### src/rtl/adc0804_responder.sv
// Stand-in for an 8-bit parallel ADC on the Start/D handshake: qualifies the
// Start pulse width, samples ain or an internal ramp, and presents D after CONV_CYCLES.
module adc0804_responder #(
  parameter int CONV_CYCLES = 64,
  parameter int MIN_START   = 4,
  parameter int RAMP_STEP   = 1
) (
  input  logic       clk,
  input  logic       rst,
  input  logic       Start,
  input  logic [7:0] ain,
  input  logic       mode,
  output logic [7:0] D,
  output logic       INTR_n,
  output logic       busy,
  output logic       start_err
);

  localparam int CW = $clog2(CONV_CYCLES);
  localparam int WW = $clog2(MIN_START + 1);

  typedef enum logic [1:0] {IDLE, ARM, CONV, DONE} state_t;

  state_t          state_q;
  logic            start_q;
  logic [WW-1:0]   wcnt_q, wcnt_d;
  logic [CW-1:0]   cnt_q;
  logic [7:0]      ramp_q;
  logic [7:0]      d_q;
  logic            intr_n_q, busy_q, start_err_q;
  logic [7:0]      sample_q;
  logic            smode_q;
  logic            rise, fall, accept;

  assign rise   = Start & ~start_q;
  assign fall   = ~Start & start_q;
  assign accept = (state_q == ARM) && fall && (wcnt_q >= WW'(MIN_START));

  // The rise cycle is itself the first high cycle, so a k-cycle pulse counts k.
  always_comb begin
    wcnt_d = wcnt_q;
    if (rise)
      wcnt_d = WW'(1);
    else if (Start && (wcnt_q < WW'(MIN_START)))
      wcnt_d = wcnt_q + WW'(1);
  end

  // Captured sample and its source; no reset needed, only read after a capture.
  always_ff @(posedge clk) begin
    if (accept) begin
      sample_q <= mode ? ramp_q : ain;
      smode_q  <= mode;
    end
  end

  always_ff @(posedge clk) begin
    if (rst) begin
      state_q     <= IDLE;
      start_q     <= 1'b0;
      wcnt_q      <= '0;
      cnt_q       <= '0;
      ramp_q      <= 8'd0;
      d_q         <= 8'd0;
      intr_n_q    <= 1'b1;
      busy_q      <= 1'b0;
      start_err_q <= 1'b0;
    end else begin
      start_q     <= Start;
      wcnt_q      <= wcnt_d;
      start_err_q <= 1'b0;
      case (state_q)
        IDLE, DONE: begin
          if (rise) begin
            state_q  <= ARM;
            intr_n_q <= 1'b1;
          end
        end
        ARM: begin
          if (fall) begin
            if (accept) begin
              state_q <= CONV;
              cnt_q   <= CW'(CONV_CYCLES - 1);
              busy_q  <= 1'b1;
            end else begin
              state_q     <= IDLE;
              start_err_q <= 1'b1;
            end
          end
        end
        CONV: begin
          // A new request wins over a completion landing on the same edge.
          if (rise) begin
            state_q <= ARM;
            busy_q  <= 1'b0;
          end else if (cnt_q == '0) begin
            state_q  <= DONE;
            d_q      <= sample_q;
            intr_n_q <= 1'b0;
            busy_q   <= 1'b0;
            if (smode_q)
              ramp_q <= ramp_q + 8'(RAMP_STEP);
          end else begin
            cnt_q <= cnt_q - CW'(1);
          end
        end
        default: state_q <= IDLE;
      endcase
    end
  end

  assign D         = d_q;
  assign INTR_n    = intr_n_q;
  assign busy      = busy_q;
  assign start_err = start_err_q;

endmodule

### config.mk
export PLATFORM = sky130hd
export DESIGN_NAME = adc0804_responder
export DESIGN_NICKNAME = d
export VERILOG_FILES = /design/src/rtl/adc0804_responder.sv
export SDC_FILE = /design/constraint.sdc
export NUM_CORES = 1
export LEC_CHECK = 0
export CAP_MARGIN = 0
export CELL_PAD_IN_SITES_DETAIL_PLACEMENT = 1
export CELL_PAD_IN_SITES_GLOBAL_PLACEMENT = 1
export CORE_UTILIZATION = 31
export CTS_CLUSTER_DIAMETER = 50
export DETAILED_ROUTE_END_ITERATION = 10
export GPL_TIMING_DRIVEN = 0
export PLACE_DENSITY = 0.67
export SKIP_LAST_GASP = 1
export SYNTH_ARGS = -nofsm -noshare
export SYNTH_HDL_FRONTEND = slang
export SYNTH_SLANG_ARGS = --single-unit
export TNS_END_PERCENT = 1
### constraint.sdc
create_clock -name clk -period 5 [get_ports clk]
set_input_delay 0.5 -clock clk [delete_from_list [all_inputs] [get_ports clk]]
set_output_delay 0.5 -clock clk [all_outputs]
set_load 0.1 [all_outputs]
* Word-level counts from Yosys, hierarchy flattened
Cells that the tools add are included.
** Operators by class
- Bitwise logic cells :: 7
- Multiplexer cells :: 23
- Equal/unequal tests :: 10
- $add $sub $neg :: 3
- $lt $le $gt $ge :: 2
- Reduce and logical (&&, ||, !) cells :: 17
- $mul :: 0
- Shift-type cells :: 0
- Div/mod/pow operators :: 0
** Operator list (count)
- $mux W6 :: 4
- $ne A2 B2 Y1 const B :: 6
- $pmux W6 S2 :: 1
- $reduce_and A4 Y1 :: 3
- $mux W2 :: 5
- $mux W1 :: 9
- $add A8 B1 Y8 const B :: 1
- $mux W8 :: 1
- $logic_not A6 Y1 :: 1
- $pmux W2 S3 :: 1
- $reduce_and A3 Y1 :: 2
- $reduce_bool A2 Y1 :: 3
- $sub A6 B1 Y6 const B :: 1
- $not A1 Y1 :: 5
- $reduce_and A5 Y1 :: 1
- $eq A2 B2 Y1 const B :: 2
- $pmux W1 S2 :: 2
- $reduce_or A2 Y1 :: 2
- $add A3 B1 Y3 const B :: 1
- $ge A3 B3 Y1 const B :: 1
- $logic_and A1 B1 Y1 :: 3
- $lt A3 B3 Y1 const B :: 1
- $ne A3 B3 Y1 const B :: 1
- $reduce_or A3 Y1 :: 1
- other kinds (3) :: 4
** Word-level totals
- Latch bits :: 0
- RAM bits :: 0
- Memories kept :: 0
- Word-level logic and storage cells :: 74
- Bits in read-only memories :: 0
- Output and inout port bits :: 11
- Flip-flop bits (word level) :: 40

* Logic depth before layout (Yosys ltp)
Gate-level depths: netlist (run 1).
- Word-level depth :: 7
- Gate-level depth with buffers :: 8
- Depth with buffers taken out :: 6

* Least setup slack after synthesis (run 1)
Ideal clock, no wire load.
- Path kind :: reg-to-reg
- Start :: register state_q[1]
- End :: register cnt_q[3]
- Cell stages (with the launch flop) :: 8
- Required time :: 4.884 ns
- Slack :: 3.222 ns
- Library setup time :: 0.116 ns
- Data arrival time :: 1.661 ns
- Cells stage by stage :: dfxtp_1 > inv_1 > ha_1 > and4b_1 > clkbuf_1 > a31o_2 > a311oi_1 > a41o_1
** Between the ends
- Cells in the longest elaborated chain, start to end :: 5
** RTL lines
- start: declaration :: RTL line 24 : state_t state_q;
- start signal: assignment :: RTL line 58 : state_q <= IDLE;
- start signal: assignment :: RTL line 74 : state_q <= ARM;
- start signal: assignment :: RTL line 81 : state_q <= CONV;
- $eq A2 B1 Y1 :: RTL line 37 : assign accept = (state_q == ARM) && fall && (wcnt_q >= WW'(MIN_START));
- $logic_and A1 B1 Y1 (2 in a row) :: RTL line 37
- named net accept :: RTL line 33 : logic rise, fall, accept;
- $ne A2 B2 Y1 (no line)
- $reduce_and A5 Y1 (no line)
- end signal: assignment :: RTL line 82 : cnt_q <= CW'(CONV_CYCLES - 1);
- end signal: assignment :: RTL line 103 : cnt_q <= cnt_q - CW'(1);
- end: declaration :: RTL line 27 : logic [CW-1:0] cnt_q;
The timed path passes the listed nets, and every way through them passes these cells.
A chain may end at the register's enable or synchronous reset.

* Final worst setup path (run 1)
- Start :: input port Start
- End :: register cnt_q[3]
** Between the ends
- Cells in the longest elaborated chain, start to end :: 6
** RTL lines
- start: declaration :: RTL line 10 : input logic Start,
- $not A1 Y1 :: RTL line 36 : assign fall = ~Start & start_q;
- $and A1 B1 Y1 :: RTL line 36
- $logic_and A1 B1 Y1 (2 in a row) :: RTL line 37
- named net accept :: RTL line 33
- $ne A2 B2 Y1 (no line)
- $reduce_and A5 Y1 (no line)
The timed path passes the listed nets, and every way through them passes these cells.

==> qor.yml, run 1 <==
outcome:
  status: "completed"
grt:
  grt_max_degree: 14
  grt_pass1_vias: 1515
  track_usage_pct: 14.6
  grt-ovfl-total: 0
  grt_pass1_wl_microns: 7150
  antenna_found_initial: 0
logic_synthesis:
  synth_edf_count: 9
  synth_common_cells: "dfxtp_1 (31), nor2_1 (17), a21oi_1 (16)"
  synth_nets: 216
  ys_types: 47
  syn_area_sq_mm: 0.00192
  synth_area_leader_cell: "dfxtp_1"
  yosysMostFrequentCell: "dfxtp_1"
  yosys_warnings: 0
  synthCells: 197
  syn_avg_cell_area_sq_um: 9.76
  synth.area.top_cells: "dfxtp_1 (32%), edfxtp_1 (14%), mux2_2 (6.4%), ha_1 (4.6%), a21oi_1 (4.2%)"
  ys_ff_latch: 40
  yosys.area.top_type_share_pct: 32.3
  async_reset_ff_share_pct: 0
  yosysSeqAreaShare_pct: 46.4
  synth_top_flop_cell: "dfxtp_1"
cells_and_area:
  final_net_count: 244
  antennaDiodeCount: 0
  area_growth_pct: 20.1
  drive_above_1_share_pct: 12.8
  stdcell_count: 301
  num-fill-cells: 710
  multiInputGateArea_sq_um: 933
  regArea_sq_um: 891
setup_path:
  path_max_fanout: 13
  cp_num_buf_inv: 2
  crit_chain: "clkdlybuf4s50_1 > and4b_1 > clkbuf_1 > a31o_2 > a311oi_1 > a41o_1"
  cp-endpoint: "cnt_q[3]"
  regToRegStartpoint: "state_q[1]"
  crit_arrival_ns: 2.49
  critPathSlowestCell: "clkdlybuf4s50_1"
  crit_start: "Start"
  cp_slowest_stage_delay_ns: 0.55
  worst-path-stages: 6
  r2r_slack_ns: 2.89
  required_ns: 5.19
  worstReg2RegEnd: "cnt_q[3]"
  reg2reg_depth: 7
  cp-start-kind: "input pin"
  path_delay_family: "buffers and inverters"
  critPathCaptureType: "register"
  crit_type: "in2reg"
timing:
  fin_setup_tns_ns: 0
  slew_violations: 0
  skew_ns: 0.00423
  finalCritPeriodShare_pct: 46.1
  clock.fmax_mhz: 434
  tightest_slew_ns: 0.972
  slew_headroom_pct: 35.0
  fin_crit_ns: 2.30
  setup_viol: 0
  hold_viol_final: 0
  rsz0062_at_grt: "false"
clock_tree:
  cts_sinks: 40
  h-tree-depth: 2
  clock_path_buffers: 2
  post_cts_resized: 0
  holdBufCountCts: 0
  clk_transition_reported_paths_ns: 0.08
  clk_latency_ns: 0.29
  cts_tree: "done"
  cts_setup_buffers: 0
  numCtsBuffers: 5
  root_buffer: "clkbuf_8"
route:
  drt_iter0_markers: 62
  drc_errors: 0
  vias: 1536
  routedWlPerCell_microns: 14.4
  drtAntennaViolNets: 0
  dr.pass1.iters: 4
  drt-total-wl_microns: 4350
  post_drt_via_cell_ratio: 5.10
floorplanning:
  die_area_sq_mm: 0.00652
  initial_core_util_pct: 32.3
  fp.dieH_microns: 80.7
  coreArea_sq_mm: 0.00596
  die_x_microns: 80.7
  top_level_ports: 23
  row_count: 28
power_and_ir_drop:
  p_per_area_mw_per_mm2: 289
  p_leak_nw: 0.890
  p_total_mw: 0.666
  ir_drop_v: 0.000150
  p_sw_share_pct: 27.5
  power.internal_mw: 0.483
  p_clk_share_pct: 31.0
  seqPwrFrac_pct: 52.0
  power_frac_comb_pct: 17.0
  p_switching_mw: 0.183
place:
  dp_cells: 293
  gp_congestion: 0.789
  port_buffers: 21
  hpwl_microns: 3190
flow_run:
  drv_cap: 0
worst_hold_path:
  hp-class: "reg2reg"
worst min-delay path by stage:
| stage | from | to | depth (start not counted) | slack [ns] |
|---|---|---|---|---|
| final | sample_q[1] | D[1] | 2 | 0.48 |
| after CTS | wcnt_q[0] | wcnt_q[0] | 1 | 0.49 |
| after detailed placement | sample_q[1] | D[1] | 2 | 0.47 |
| after global routing | busy | busy | 2 | 0.52 |
| after global placement | sample_q[7] | D[7] | 2 | 0.46 |
| after floorplan | wcnt_q[0] | wcnt_q[0] | 1 | 0.44 |
metal layers:
layer  GRT usage [%]  share of wire, %
met3            3.26               3.2
met2            23.7                44
met5               0                 0
met4            5.89               1.6
met1            18.6                52
layout by cell type, fill, tap and decap left out, types with 2 or more instances in the layout:
master and n:
inv_1 14, nor4_1 3, clkinv_2 2, nand2_1 10, mux2_2 11, or3_1 2, nor3_1 4, a41o_1 2
dfxtp_1 31, nor2_1 17, or2_2 3, edfxtp_1 9, nand2b_1 3, buf_2 3, mux2i_1 8, ha_1 7
o31ai_1 3, clkdlybuf4s50_1 21, or4_1 3, nor2b_1 4, a21oi_1 16, o21ai_0 8, clkbuf_1 5, o41ai_1 2
o311ai_0 2, a311oi_1 2, clkbuf_8 5, nand4_1 2, a211oi_1 2
cell type report:
type / instances / share of cell area [%]
clock inverter: 3 / 0.596
multi-input combinational: 133 / 40.4
sequential: 40 / 38.6
tap: 75 / 4.07
timing repair buffer: 21 / 9.11
inverter: 14 / 2.28
clock buffer: 5 / 2.98
buffer: 10 / 1.95
cell families after synthesis:
family	Yosys count	synth area share [%]
AO/OA/AOI/OAI	46	15.6
adder cells (fa/ha/maj)	7	4.56
buffers and inverters	24	5.08
flip-flops	40	46.4
multiplexers	19	10.6
AND/OR/NAND/NOR	61	17.8
power groups by stage:
stage / registers [mW] / logic [mW] / clock network [mW]
final: 0.346 / 0.113 / 0.207
after global routing: 0.348 / 0.126 / 0.225
after CTS: 0.347 / 0.112 / 0.214
after detailed placement: 0.355 / 0.112 / 0
after global placement: 0.354 / 0.112 / 0
after floorplan: 0.355 / 0.0798 / 0
sequential cells by signal, indices dropped and copies added (netlist names):
register,flops
D,8
start_err,1
state_q,2
ramp_q,8
busy,1
wcnt_q,3
cnt_q,6
smode_q,1
INTR_n,1
sample_q,8
start_q,1
metrics by stage:
stage | setup slack [ns] | hold slack (ns) | cell area, sq um | util (%)
floorplan | 3.22 | 0.445 | 1920 | -
global placement | 2.35 | 0.460 | 2230 | 37.4
detailed placement | 2.38 | 0.470 | 2230 | 37.4
CTS | 2.69 | 0.488 | 2310 | 38.8
global route | 2.52 | 0.518 | 2310 | 38.8
finish | 2.70 | 0.480 | 2310 | 38.8
worst register-to-register path, stage by stage, from the launching register on:
cell and delay (ns):
dfxtp_1 0.32, inv_1 0.09, ha_1 0.26, and4b_1 0.21, clkbuf_1 0.53, a31o_2 0.29
a311oi_1 0.10, a41o_1 0.22
Note: power is estimated with default switching activity, not from simulation.
==> run 2, diff against run 1 <==
--- a/config.mk
+++ b/config.mk
@@ -12,7 +12,7 @@
 export CTS_CLUSTER_DIAMETER = 50
 export DETAILED_ROUTE_END_ITERATION = 10
 export GPL_TIMING_DRIVEN = 0
-export PLACE_DENSITY = 0.67
+export PLACE_DENSITY = 0.7
 export SKIP_LAST_GASP = 1
 export SYNTH_ARGS = -nofsm -noshare
 export SYNTH_HDL_FRONTEND = slang
==> constraint.sdc (replaced) <==
create_clock -name clk -period 1.95 [get_ports clk]
set_input_delay 0.195 -clock clk [delete_from_list [all_inputs] [get_ports clk]]
set_output_delay 0.195 -clock clk [all_outputs]
set_load 0.1 [all_outputs]
==> run 2 against run 1 <==
The flow now finishes with violations (setup timing). Combinational power rose to 2.7 times the previous value. Total power grew to 2.8 times the previous value. Sequential power rose to 2.6 times the previous value. Clock skew increased by 0.0037 ns. Non-clock buffer count unchanged. Highest routed layer unchanged.
==> qor.yml, run 2 (same netlist as run 1, synthesis figures left out) <==
worst_hold_path:
  hp-class: "in2reg"
clock_tree:
  root_buffer: "clkbuf_8"
  numCtsBuffers: 5
  clock_path_buffers: 2
  holdBufCountCts: 0
  h-tree-depth: 2
  cts_sinks: 40
  clk_transition_reported_paths_ns: 0.08
  cts_tree: "done"
  clk_latency_ns: 0.30
timing:
  slew_violations: 0
  tightest_slew_ns: 0.962
  rsz0062_at_grt: "true"
  clock.fmax_mhz: 504
  slew_headroom_pct: 35.7
  setup_slack_ns: -0.0326
  hold_viol_final: 0
  setup_viol: 9
  skew_ns: 0.00795
  fin_crit_ns: 1.98
  finalCritPeriodShare_pct: 102
power_and_ir_drop:
  p_per_area_mw_per_mm2: 805
  p_total_mw: 1.90
  ir_drop_v: 0.000281
  p_leak_nw: 0.902
grt:
  track_usage_pct: 14.7
  grt-ovfl-total: 0
  grt_max_degree: 15
  grt_pass1_vias: 1489
  antenna_found_initial: 0
  grt_pass1_wl_microns: 7130
outcome:
  status: "complete, but fails checks"
  violations: "setup timing"
place:
  pre_cts_ws_ns: -0.400
  port_buffers: 21
  gp_congestion: 0.741
  dp_cells: 293
  hpwl_microns: 3210
route:
  vias: 1571
  post_drt_via_cell_ratio: 5.22
  routedWlPerCell_microns: 14.8
  drtAntennaViolNets: 0
  drc_errors: 0
  drt_iter0_markers: 104
  dr.pass1.iters: 4
  drt-total-wl_microns: 4460
setup_path:
  crit_chain: "clkdlybuf4s50_1"
  critPathSlowestCell: "clkdlybuf4s50_1"
  cp_slowest_stage_delay_ns: 1.13
  path_delay_family: "buffers and inverters"
  cp-start-kind: "register"
  cp_num_buf_inv: 1
  crit_arrival_ns: 1.79
  path_max_fanout: 2
  critPathCaptureType: "primary output"
  crit_type: "reg2out"
  required_ns: 1.75
cells_and_area:
  multiInputGateArea_sq_um: 943
  final_net_count: 244
  area_growth_pct: 22.7
  fin_util_pct: 39.6
  num-fill-cells: 698
  drive_above_1_share_pct: 14.2
  antennaDiodeCount: 0
  stdcell_count: 301
  final_common_cell: "dfxtp_1"
  mostFrequentLayoutCells: "dfxtp_1 (31), clkdlybuf4s50_1 (20), nor2_1 (17)"
  regArea_sq_um: 891
flow_run:
  drv_cap: 0
floorplanning:
  top_level_ports: 23
  fp.dieH_microns: 80.7
  initial_core_util_pct: 32.3
  die_area_sq_mm: 0.00652
  die_x_microns: 80.7
  coreArea_sq_mm: 0.00596
  row_count: 28
-- run 2: cell types whose count changed in the layout (fill, tap and decap cells not counted), sizes merged --
cell	before	now
dlymetal6s2s	0	1
clkdlybuf4s50	21	20
clkinvlp	0	1
clkbuf	10	9
bufinv	0	1
inv	14	15
buf	5	6
clkinv	3	0
-- run 2: cell type report --
type	instances	share of cell area, %
inverter	14	2.23
buffer	9	1.75
timing repair buffer	22	9.34
tap	75	3.98
sequential	40	37.8
clock buffer	5	2.92
multi-input combinational	133	40.0
clock inverter	3	1.96
-- run 2: timing repair --
action / in CTS / in global routing
gates resized for setup: 1 / 3
buffers inserted: 0 / 1
endpoints found under the setup margin: 17 / 31
-- run 2: final timing paths --
kind / from / endpoint / slack [ns] / depth (start not counted)
worst max-delay path: busy / busy / -0.03 / 1
worst min-delay path: rst / ramp_q[7] / 0.37 / 3
worst max register to register: cnt_q[0] / cnt_q[3] / 0.02 / 6
worst min register to register: sample_q[4] / D[4] / 0.48 / 2
-- run 2: power breakdown --
part	switching [mW]	leakage (nW)	internal, mW
Sequential	0.0234	0.333	0.866
Combinational	0.163	0.515	0.139
Clock	0.321	0.0548	0.386
-- run 2: worst min-delay path: cells and delay by family --
family | cells | cell delay, ns
and+or+nand+nor | 1 | 0.14
muxes | 1 | 0.14
buffers and inverters | 1 | 0.16
-- run 2: metal layers --
layer | GRT usage [%] | vias to the layer above | part of all wire (%)
met5 | 0 | - | 0
met4 | 6.96 | 0 | 1.6
met3 | 3.03 | 8 | 4.3
met2 | 24.8 | 31 | 48
met1 | 17.9 | 758 | 46
li1 | - | 774 | -
-- run 2: stage by stage --
step	hold slack (ns)	TNS (ns)	area [sq um]
floorplan	0.294	0	1920
global placement	0.459	-4.09	2230
detailed placement	0.468	-4.38	2230
CTS	0.383	-0.353	2340
global route	0.408	-0.972	2360
finish	0.368	-0.128	2360
